## src/rtl/mac_acc_drain.sv

```systemverilog
// mac_acc_drain: snapshots the four accumulator lanes on capture and drains them as framed beats.
// Defining MAC_DRAIN_DROP_CNT_EN builds the sticky drop flag and saturating lost-capture counter.

`ifndef MAC_SINGLE
`define MAC_SINGLE 2'd0
`endif
`ifndef MAC_DUAL
`define MAC_DUAL 2'd1
`endif
`ifndef MAC_QUAD
`define MAC_QUAD 2'd2
`endif

module mac_acc_drain #(
    parameter int MAC_MIN_WIDTH = 8,
    parameter int MAC_ACC_WIDTH = 4 * MAC_MIN_WIDTH
) (
    input  logic                     clk,
    input  logic                     rst_n,
    input  logic [1:0]               mode,
    input  logic                     capture,
    input  logic [MAC_ACC_WIDTH-1:0] in0,
    input  logic [MAC_ACC_WIDTH-1:0] in1,
    input  logic [MAC_ACC_WIDTH-1:0] in2,
    input  logic [MAC_ACC_WIDTH-1:0] in3,
    output logic                     busy,
    output logic                     out_valid,
    input  logic                     out_ready,
    output logic [MAC_ACC_WIDTH-1:0] out_data,
    output logic [1:0]               out_id,
    output logic                     out_last,
    output logic                     out_end,
    output logic                     drop,
    output logic [7:0]               drop_cnt
);

    typedef enum logic {IDLE, SEND} state_t;

    state_t                   state_q, state_d;
    logic [1:0]               beat_q, beat_d;
    logic [1:0]               mode_q, mode_d;
    logic [MAC_ACC_WIDTH-1:0] snap_q [4];
    logic [MAC_ACC_WIDTH-1:0] snap_d [4];

    logic beatFire;
    logic frameDone;
    logic acceptCap;

    assign beatFire  = (state_q == SEND) && out_ready;
    assign frameDone = beatFire && (beat_q == 2'd3);
    assign acceptCap = capture && ((state_q == IDLE) || frameDone);

    always_ff @(posedge clk or negedge rst_n) begin
        if (!rst_n) begin
            state_q <= IDLE;
            beat_q  <= 2'd0;
            mode_q  <= `MAC_SINGLE;
            for (int i = 0; i < 4; i++) begin
                snap_q[i] <= '0;
            end
        end else begin
            state_q <= state_d;
            beat_q  <= beat_d;
            mode_q  <= mode_d;
            snap_q  <= snap_d;
        end
    end

    // A capture landing on the final-beat handshake reloads directly, keeping the stream gapless.
    always_comb begin
        state_d = state_q;
        beat_d  = beat_q;
        mode_d  = mode_q;
        snap_d  = snap_q;
        if (acceptCap) begin
            snap_d[0] = in0;
            snap_d[1] = in1;
            snap_d[2] = in2;
            snap_d[3] = in3;
            case (mode)
                `MAC_DUAL: mode_d = `MAC_DUAL;
                `MAC_QUAD: mode_d = `MAC_QUAD;
                default:   mode_d = `MAC_SINGLE;
            endcase
            beat_d  = 2'd0;
            state_d = SEND;
        end else if (frameDone) begin
            beat_d  = 2'd0;
            state_d = IDLE;
        end else if (beatFire) begin
            beat_d = beat_q + 2'd1;
        end
    end

    always_comb begin
        busy      = 1'b0;
        out_valid = 1'b0;
        out_data  = '0;
        out_id    = 2'd0;
        out_last  = 1'b0;
        out_end   = 1'b0;
        if (state_q == SEND) begin
            busy      = 1'b1;
            out_valid = 1'b1;
            out_data  = snap_q[beat_q];
            out_end   = (beat_q == 2'd3);
            case (mode_q)
                `MAC_DUAL: begin
                    out_id   = {1'b0, beat_q[1]};
                    out_last = beat_q[0];
                end
                `MAC_QUAD: begin
                    out_id   = 2'd0;
                    out_last = (beat_q == 2'd3);
                end
                default: begin
                    out_id   = beat_q;
                    out_last = 1'b1;
                end
            endcase
        end
    end

`ifdef MAC_DRAIN_DROP_CNT_EN
    logic       lostCap;
    logic       drop_q, drop_d;
    logic [7:0] dropCnt_q, dropCnt_d;

    assign lostCap = capture && (state_q == SEND) && !frameDone;

    always_comb begin
        drop_d    = drop_q;
        dropCnt_d = dropCnt_q;
        if (lostCap) begin
            drop_d = 1'b1;
            if (dropCnt_q != 8'hFF) begin
                dropCnt_d = dropCnt_q + 8'd1;
            end
        end
    end

    always_ff @(posedge clk or negedge rst_n) begin
        if (!rst_n) begin
            drop_q    <= 1'b0;
            dropCnt_q <= 8'd0;
        end else begin
            drop_q    <= drop_d;
            dropCnt_q <= dropCnt_d;
        end
    end

    assign drop     = drop_q;
    assign drop_cnt = dropCnt_q;
`else
    assign drop     = 1'b0;
    assign drop_cnt = 8'd0;
`endif

endmodule

```

## config.mk

```make
export PLATFORM = sky130hd
export DESIGN_NAME = mac_acc_drain
export DESIGN_NICKNAME = d
export VERILOG_FILES = /design/src/rtl/mac_acc_drain.sv
export SDC_FILE = /design/constraint.sdc
export NUM_CORES = 1
export LEC_CHECK = 0
export CAP_MARGIN = 40
export CELL_PAD_IN_SITES_DETAIL_PLACEMENT = 2
export CELL_PAD_IN_SITES_GLOBAL_PLACEMENT = 2
export CORE_MARGIN = 4
export CORE_UTILIZATION = 30
export DETAILED_ROUTE_END_ITERATION = 7
export GPL_TIMING_DRIVEN = 0
export PLACE_DENSITY_LB_ADDON = 0.1
export SYNTH_ARGS = -nofsm -noshare
export SYNTH_HDL_FRONTEND = slang
export SYNTH_SLANG_ARGS = --single-unit
export TNS_END_PERCENT = 5
```

## constraint.sdc

```tcl
create_clock -name clk -period 1.9 [get_ports clk]
set_clock_uncertainty 0.1 [all_clocks]
set_input_delay 0.285 -clock clk [delete_from_list [all_inputs] [get_ports clk]]
set_output_delay 0.285 -clock clk [all_outputs]
set_load 0.005 [all_outputs]
```

==> results of run 1 <==
==> worst max-delay path by stage <==
stage / startpoint / to / slack (ps) / depth (start not counted)
2_1_floorplan: beat_q[0] / snap_q[0] / 70 / 6
3_3_place_gp: rst_n / snap_q[15] / -5030 / 1
3_5_place_dp: state_q / out_data[13] / -670 / 5
4_1_cts: beat_q[1] / out_data[8] / -360 / 5
5_1_grt: beat_q[1] / out_data[3] / -350 / 6
6_report: beat_q[1] / out_data[20] / -270 / 7
==> stage by stage <==
stage | worst slack, ps | hold WS [ps] | std cells
4_1_cts | -364.6 | 354.8 | 929
3_5_place_dp | -671.1 | 221.5 | 885
3_3_place_gp | -5033 | 385.9 | 884
5_1_grt | -349.3 | 355.6 | 934
6_report | -271.2 | 313.9 | 934
2_1_floorplan | 73.21 | -110.6 | 438
==> repair_timing <==
item | 4_1_cts | 5_1_grt
hold buffers | 1 | 0
cloned | 2 | 2
setup endpoints to repair | 167 | 160
pin swaps | 23 | 12
endpoints found under the hold margin | 63 | 0
gates resized for setup | 191 | 45
buffers inserted | 9 | 4
==> power by group <==
group          internal, W  total (W)  leakage (nW)  switching (W)
combinational      0.00503    0.00820          2.70        0.00317
clock              0.00270    0.00403         0.342        0.00133
sequential         0.00428    0.00525          1.59       0.000963
total               0.0120     0.0175          4.63        0.00546
==> area by class of cell <==
| type | instances | area, um2 |
|---|---|---|
| clock buffers | 20 | 466.7 |
| flip-flops and latches | 133 | 3331 |
| fillers | 2030 | 11440 |
| plain buffers | 39 | 544.3 |
| repair buffers | 189 | 1784 |
| multi-input cells | 264 | 3123 |
| well taps | 275 | 344.1 |
| clock inverters | 12 | 247.7 |
| inverters | 2 | 7.507 |
==> registers in the layout, summed over array words and instances (netlist names) <==
| register | count |
|---|---|
| snap_q | 128 |
| mode_q | 2 |
| state_q | 1 |
| beat_q | 2 |
==> cells in the final DEF (no fill, tap or decap), drive strengths merged <==
cell type,n
clkdlybuf4s50,133
dfrtp,133
mux2,128
buf,77
mux2i,66
clkbuf,33
o22ai,32
conb,9
bufinv,7
nand2b,5
nand2,5
ha,4
nor2b,3
o21ai,3
clkinv,3
inv,2
and2,2
clkinvlp,2
clkdlybuf4s15,2
dlygate4sd2,2
a221oi,1
and3,1
a21bo,1
nor3b,1
a31oi,1
nand4b,1
o221ai,1
dlygate4sd3,1
==> kinds of logic (layout without fill, tap and decap cells) <==
kind of cell    Yosys count  after routing
mux                     194            194
compound gates           39             39
simple gates             18             18
buf+inv                  41            262
flops                   133            133
fa+ha+maj                 4              4
other cells               1              9
==> per-layer routing <==
layer  GRT usage  wire (um)  vias to the layer above  share of wire
met5           0         41                        -         0.0020
met4     0.03376        166                        6         0.0080
met2      0.2964      10600                      107           0.51
met1      0.2185       8960                     2241           0.43
li1            -          -                     1982              -
met3     0.04494        889                       18          0.043
==> results.yml, run 1 <==
power:
  fin_total_pwr_w: 0.01747
  powerDensity_mw_per_mm2: 1774
  ir_drop_uv: 546.5
  p_leak_nw: 4.630
sta:
  finalHoldViolations: 0
  fmax_ghz: 0.4606
  post-route-period-util: 1.143
  maxSlewHeadroom: 0.5697
  fin_tns_setup_ps: -11250
  rsz0062_at_grt: "yes"
  tightest_slew_ps: 645.4
  setup_ws_ps: -271.2
  final-setup-viol-count: 134
  final_max_slew_viol_count: 0
  fin_crit_ps: 2171
run_status:
  violations: "setup timing"
  run_status: "complete, but fails checks"
cells_and_area:
  nNetsFinal: 784
  antenna_cells: 0
  final_area_mm2: 0.009848
  areaGrowthSynthToFinish_pct: 50.21
  drive_gt1_frac: 0.4370
  utilization: 0.4626
route:
  vias_per_cell: 4.662
  ant_nets: 0
  drt_iter0_drc: 113
  drt-total-wl_um: 20660
  post-route-drc-count: 0
  detailroute.via_count: 4354
  wl_per_cell_um: 22.12
  dr.pass1.iters: 4
die:
  start_util: 0.3080
  rows: 53
  die-height_um: 155.8
  fp.dieW_um: 155.8
  ios: 181
  die-area_mm2: 0.02428
  core_area_mm2: 0.02129
global_routing:
  gr-total-overflow: 0
  grt_max_degree: 71
  grt_pass1_vias: 5232
  grtUsageTotal: 0.1717
  antenna_found_initial: 3
  grt_pass1_wl_um: 31520
synthesis:
  synth-xor-area-share: 0
  synth_simple_gate_area_frac: 0.01698
  synth_cell_type_count: 25
  synthMuxAreaShare: 0.3767
  ys_warn_count: 0
  synth-seq-cells: 133
  async_flop_share: 1.000
  synthFlopType: "dfrtp_1"
  ys_seq_area_frac: 0.5076
  yosysTopAreaCellShare: 0.5076
  synth_most_common_cell: "dfrtp_1"
  synth_area_mm2: 0.006556
  synthTopCellsByCount: "dfrtp_1, mux2_4, mux2i_1, o22ai_1, mux2_2"
  synthCells: 430
  synth_compound_area_frac: 0.03893
  ys_top_cells_by_area: "dfrtp_1, mux2_4, mux2i_1, mux2_2, o22ai_1"
  synth_fa_ha_area_frac: 0.007634
  syn_avg_cell_area_um2: 15.25
  synth_top_family_by_area: "multiplexers"
  synth_edf_count: 0
  yosysTopAreaCell: "dfrtp_1"
clock_network:
  cts.path.max_buffers: 2
  cts_tree: "done"
  numCtsBuffers: 17
  h-tree-depth: 4
  cts-root-buf: "clkbuf_16"
  clk_pin_slew_ps: 60
  cts.sinks: 133
  clk-insertion-delay-late_ps: 420
setup_path:
  critical_path_class: "register to primary output"
  timing.rr.end: "snap_q[89]"
  crit_family: "buffers and inverters"
  cpMaxStageDelayCell: "dfrtp_1"
  worst_ep_required_time_ps: 1510
  crit_buf_inv: 5
  reg2reg_depth: 7
  cp_cell_sequence: "buf_6, buf_12, buf_12, buf_6, mux2i_1, o22ai_1, buf_2"
  cp_data_arrival_time_ps: 1790
  endpoint_kind: "primary output"
  start_kind: "register"
  r2r-start: "beat_q[1]"
  max_stage_delay_ps: 390
  reg2reg_slack_ps: -70
  path_max_fanout: 6
place:
  placed_cell_area_mm2: 0.008671
  gp_congestion: 0.7503
  port_buffers: 171
  dp_hpwl_um: 14080
min_path:
  min_path_type: "input port to async pin"
flow_run:
  maxCapViolCount: 0
(Power assumes the default switching activity.)
==> run 2, diff against run 1 <==
CORE_ASPECT_RATIO = 0.9   (was unset)
==> run 2 against run 1 <==
- the run still ends with setup timing left
- die area barely moved
- largest power group unchanged
- sequential power fell by 0.8%
- via count up 2.0%
- critical path type unchanged
- non-clock buffer count up 7
- total power down 3.3%
- count of clock-buffer cells in the layout grew 2
- combinational power rose by 2%
- register-to-register slack barely moved
- final area down 0.65%
- setup slack got worse by 15 ps
==> results.yml, run 2 (synthesis gave the netlist of run 1 again) <==
cells_and_area:
  largestRegisters: "snap_q: 128 flops, beat_q: 2 flops, mode_q: 2 flops"
  multi_input_area_mm2: 0.003049
  layout_common_cells: "clkdlybuf4s50_1, dfrtp_1, mux2_4"
  nNetsFinal: 791
  antenna_cells: 0
  top_register: "snap_q"
  drive_gt1_frac: 0.4256
  mostFrequentLayoutCell: "clkdlybuf4s50_1"
  largest_reg_flops: 128
  final_area_mm2: 0.009784
  areaGrowthSynthToFinish_pct: 49.24
  finalNonFillerCells: 956
  register_area_mm2: 0.003331
  nFillCells: 2100
die:
  start_util: 0.3040
  fp.dieW_um: 163.8
  die-height_um: 148.2
  ios: 181
  core_area_mm2: 0.02157
  die-area_mm2: 0.02429
  rows: 51
setup_path:
  crit_path_frequent_cell: "buf_12"
  critical_path_class: "register to primary output"
  start_kind: "register"
  cp_cell_sequence: "buf_6, buf_12, buf_12, buf_12, mux2i_4, o22ai_2, buf_2"
  path_max_fanout: 6
  max_stage_delay_ps: 400
  endpoint_kind: "primary output"
  cp_data_arrival_time_ps: 1800
  cpMaxStageDelayCell: "dfrtp_1"
  reg2reg_depth: 7
  reg2reg_slack_ps: -70
  worst_ep_required_time_ps: 1510
global_routing:
  grtUsageMet3: 0.03768
  grt_max_degree: 71
  busiest_layer: "met2"
  use_met2: 0.2948
  use_met1: 0.2326
  grt_pass1_wl_um: 32440
  gr-total-overflow: 0
  grtUsageTotal: 0.1774
  grt_pass1_vias: 5332
  antenna_found_initial: 1
place:
  gp_congestion: 0.7390
  place_inst: 901
  port_buffers: 171
  placed_cell_area_mm2: 0.008691
  dp_hpwl_um: 14280
  pre_cts_slack_ps: -708.0
route:
  post-route-drc-count: 0
  drt_iter0_drc: 125
  vias_per_cell: 4.644
  detailroute.via_count: 4440
  drt-total-wl_um: 21160
  wl_per_cell_um: 22.14
  dr.pass1.iters: 4
  ant_nets: 0
clock_network:
  cts_tree: "done"
  cts.path.max_buffers: 2
  clk-insertion-delay-late_ps: 410
  clk_pin_slew_ps: 60
  cts-root-buf: "clkbuf_16"
  cts.sinks: 133
  h-tree-depth: 4
  numCtsBuffers: 17
power:
  fin_total_pwr_w: 0.01690
  ir_drop_uv: 688.2
  p_leak_nw: 4.632
  powerDensity_mw_per_mm2: 1727
sta:
  fin_crit_ps: 2186
  rsz0062_at_grt: "yes"
  maxSlewHeadroom: 0.5721
  setup_ws_ps: -285.8
  final_max_slew_viol_count: 0
  tightest_slew_ps: 641.9
  post-route-period-util: 1.150
  finalHoldViolations: 0
  final-setup-viol-count: 133
  fmax_ghz: 0.4575
min_path:
  min_path_type: "input port to async pin"
run_status:
  violations: "setup timing"
  run_status: "complete, but fails checks"
flow_run:
  maxCapViolCount: 0
run 2: final cells by class:
class | count | share of cell area
Inverter | 2 | 0.0007673
Tap cell | 291 | 0.03721
Timing Repair Buffer | 196 | 0.1953
Multi-Input combinational cell | 264 | 0.3116
Buffer | 39 | 0.05575
Clock buffer | 22 | 0.04847
Clock inverter | 9 | 0.01049
Sequential cell | 133 | 0.3404
run 2: layer usage:
metal	up-vias	routed length, um
met5	-	13
met4	2	260
met3	17	978
met2	121	10390
met1	2304	9524
li1	1996	-
run 2: path summary, 6_finish.rpt:
| kind | from | end |
|---|---|---|
| setup / recovery | beat_q[1] | out_data[30] |
| hold / removal | rst_n | snap_q[125] |
| setup reg to reg | beat_q[0] | snap_q[66] |
| hold reg to reg | snap_q[109] | snap_q[109] |
| max in group asynchronous | rst_n | beat_q[0] |
| min in group clk | in3[23] | snap_q[23] |
run 2: power by group:
group	total [W]	switching (W)	internal (W)
Combinational	0.00840	0.00326	0.00514
Clock	0.00329	0.00127	0.00202
Sequential	0.00521	0.000925	0.00429
run 2: worst max-delay path, delay by kind of cell, from the launching register on:
kind	cells	cell delay, ps
AOI/OAI and AO/OA	1	100
buffers and inverters	5	710
DFF	1	400
muxes	1	170
run 2: through the flow:
step | hold WS, ps | util | setup TNS [ps]
2_1_floorplan | -110.6 | - | 0
3_3_place_gp | 387.6 | 0.4016 | -710590
3_5_place_dp | 219.9 | 0.4029 | -47710
4_1_cts | 348.0 | 0.4496 | -13240
5_1_grt | 362.2 | 0.4536 | -21230
6_report | 324.7 | 0.4536 | -12160
run 2: timing repair:
action	in CTS	in global routing
gates resized for setup	209	26
endpoints found under the hold margin	63	0
endpoints found under the setup margin	167	157
buffers inserted	15	4
cloned	4	0
hold buffers	1	0
pin swaps	32	7
==> run 3, diff against run 2 <==
SKIP_CTS_REPAIR_TIMING = 1   (was unset)
==> run 3 against run 2 <==
- the run still ends with setup timing left
- sequential cell count unchanged
- final area shrank 0.78%
- sequential power is essentially flat
- global-route usage is 0.95 points lower
- fmax decreased by 0.94%
- total power decreased by 1.9%
- largest power group unchanged
- combinational power decreased by 3.5%
==> results.yml, run 3 (synthesis gave the netlist of run 1 again) <==
setup_path:
  r2r-start: "beat_q[1]"
  critPathLaunch: "beat_q[1]"
  reg2reg_depth: 7
  critical_path_class: "register to primary output"
  endpoint_kind: "primary output"
  cp_num_cells: 7
  critPathCapture: "out_data[4]"
  reg2reg_slack_ps: -60
  cpMaxStageDelayCell: "dfrtp_1"
  worst_ep_required_time_ps: 1510
  timing.rr.end: "snap_q[64]"
  crit_buf_inv: 5
  max_stage_delay_ps: 400
  path_max_fanout: 8
  cp_data_arrival_time_ps: 1820
  cp_cell_sequence: "buf_6, buf_12, buf_6, buf_12, mux2i_2, o22ai_2, clkbuf_2"
  crit_family: "buffers and inverters"
  start_kind: "register"
global_routing:
  gr-total-overflow: 0
  antenna_found_initial: 2
  grt_pass1_wl_um: 30950
  grtUsageTotal: 0.1679
  grt_max_degree: 71
  grt_pass1_vias: 5211
place:
  port_buffers: 171
  placed_cell_area_mm2: 0.008691
  gp_congestion: 0.7390
  dp_hpwl_um: 14280
clock_network:
  numCtsBuffers: 17
  cts.sinks: 133
  cts_tree: "done"
  cts-root-buf: "clkbuf_16"
  cts.path.max_buffers: 2
  h-tree-depth: 4
  clk_pin_slew_ps: 60
  clk-insertion-delay-late_ps: 410
sta:
  post-route-period-util: 1.161
  final-setup-viol-count: 131
  rsz0062_at_grt: "yes"
  fmax_ghz: 0.4532
  fin_crit_ps: 2207
  finalHoldViolations: 0
  maxSlewHeadroom: 0.5736
  tightest_slew_ps: 639.7
  final_max_slew_viol_count: 0
  setup_ws_ps: -306.6
cells_and_area:
  largest_reg_flops: 128
  final_area_mm2: 0.009708
  utilization: 0.4501
  multi_input_area_mm2: 0.003078
  nNetsFinal: 787
  drive_gt1_frac: 0.4206
  top_register: "snap_q"
  register_area_mm2: 0.003331
  mostFrequentLayoutCell: "clkdlybuf4s50_1"
  nFillCells: 2122
  areaGrowthSynthToFinish_pct: 48.07
  largestRegisters: "snap_q: 128 flops, beat_q: 2 flops, mode_q: 2 flops"
  layout_common_cells: "clkdlybuf4s50_1, dfrtp_1, mux2_4"
die:
  die-height_um: 148.2
  fp.dieW_um: 163.8
  core_area_mm2: 0.02157
  ios: 181
  die-area_mm2: 0.02429
  rows: 51
  start_util: 0.3040
route:
  dr.pass1.iters: 4
  wl_per_cell_um: 21.56
  post-route-drc-count: 0
  drt-total-wl_um: 20550
  drt_iter0_drc: 106
  detailroute.via_count: 4382
  ant_nets: 0
  vias_per_cell: 4.598
power:
  ir_drop_uv: 610.6
  p_leak_nw: 4.665
  powerDensity_mw_per_mm2: 1708
min_path:
  min_path_type: "input port to async pin"
run_status:
  violations: "setup timing"
  run_status: "complete, but fails checks"
flow_run:
  maxCapViolCount: 0
## run 3: cell type report
type,count,share of cell area
inverters,2,0.0007733
clock inverters,9,0.01057
plain buffers,39,0.05258
flip-flops and latches,133,0.3431
clock buffers,22,0.04885
multi-input cells,264,0.3171
diodes,1,0.0002578
repair buffers,192,0.1893
well taps,291,0.03750
## run 3: how the worst min path moves through the flow
stage,end,slack [ps],cells after the start
6_report,snap_q[125],330,2
5_1_grt,snap_q[85],360,2
4_1_cts,snap_q[125],-230,1
3_5_place_dp,snap_q[125],220,1
3_3_place_gp,snap_q[119],390,1
2_1_floorplan,beat_q[0],-110,0
## run 3: stage by stage
stage,instances,setup TNS (ps),hold WS [ps],setup slack (ps),total power (W)
3_3_place_gp,900,-710590,387.6,-5065,0.01241
2_1_floorplan,438,0,-110.6,73.21,0.009517
6_report,953,-9577,327.8,-306.6,0.01658
5_1_grt,953,-18320,364.1,-387.7,0.01762
4_1_cts,932,-55050,-230.3,-1224,0.01612
3_5_place_dp,901,-47710,219.9,-708.0,0.01269
## run 3: routing by layer
layer | GRT usage | wire length (um) | up-vias
met4 | 0.05241 | 283 | 2
li1 | - | - | 1980
met1 | 0.2173 | 9388 | 2258
met3 | 0.03935 | 901 | 18
met2 | 0.2795 | 9962 | 124
met5 | 0 | 13 | -
## run 3: where the power goes
group | switching (W) | internal, W | total, W
Clock | 0.00125 | 0.00202 | 0.00327
Sequential | 0.000917 | 0.00428 | 0.00520
Combinational | 0.00315 | 0.00496 | 0.00811
Total | 0.00532 | 0.0113 | 0.0166
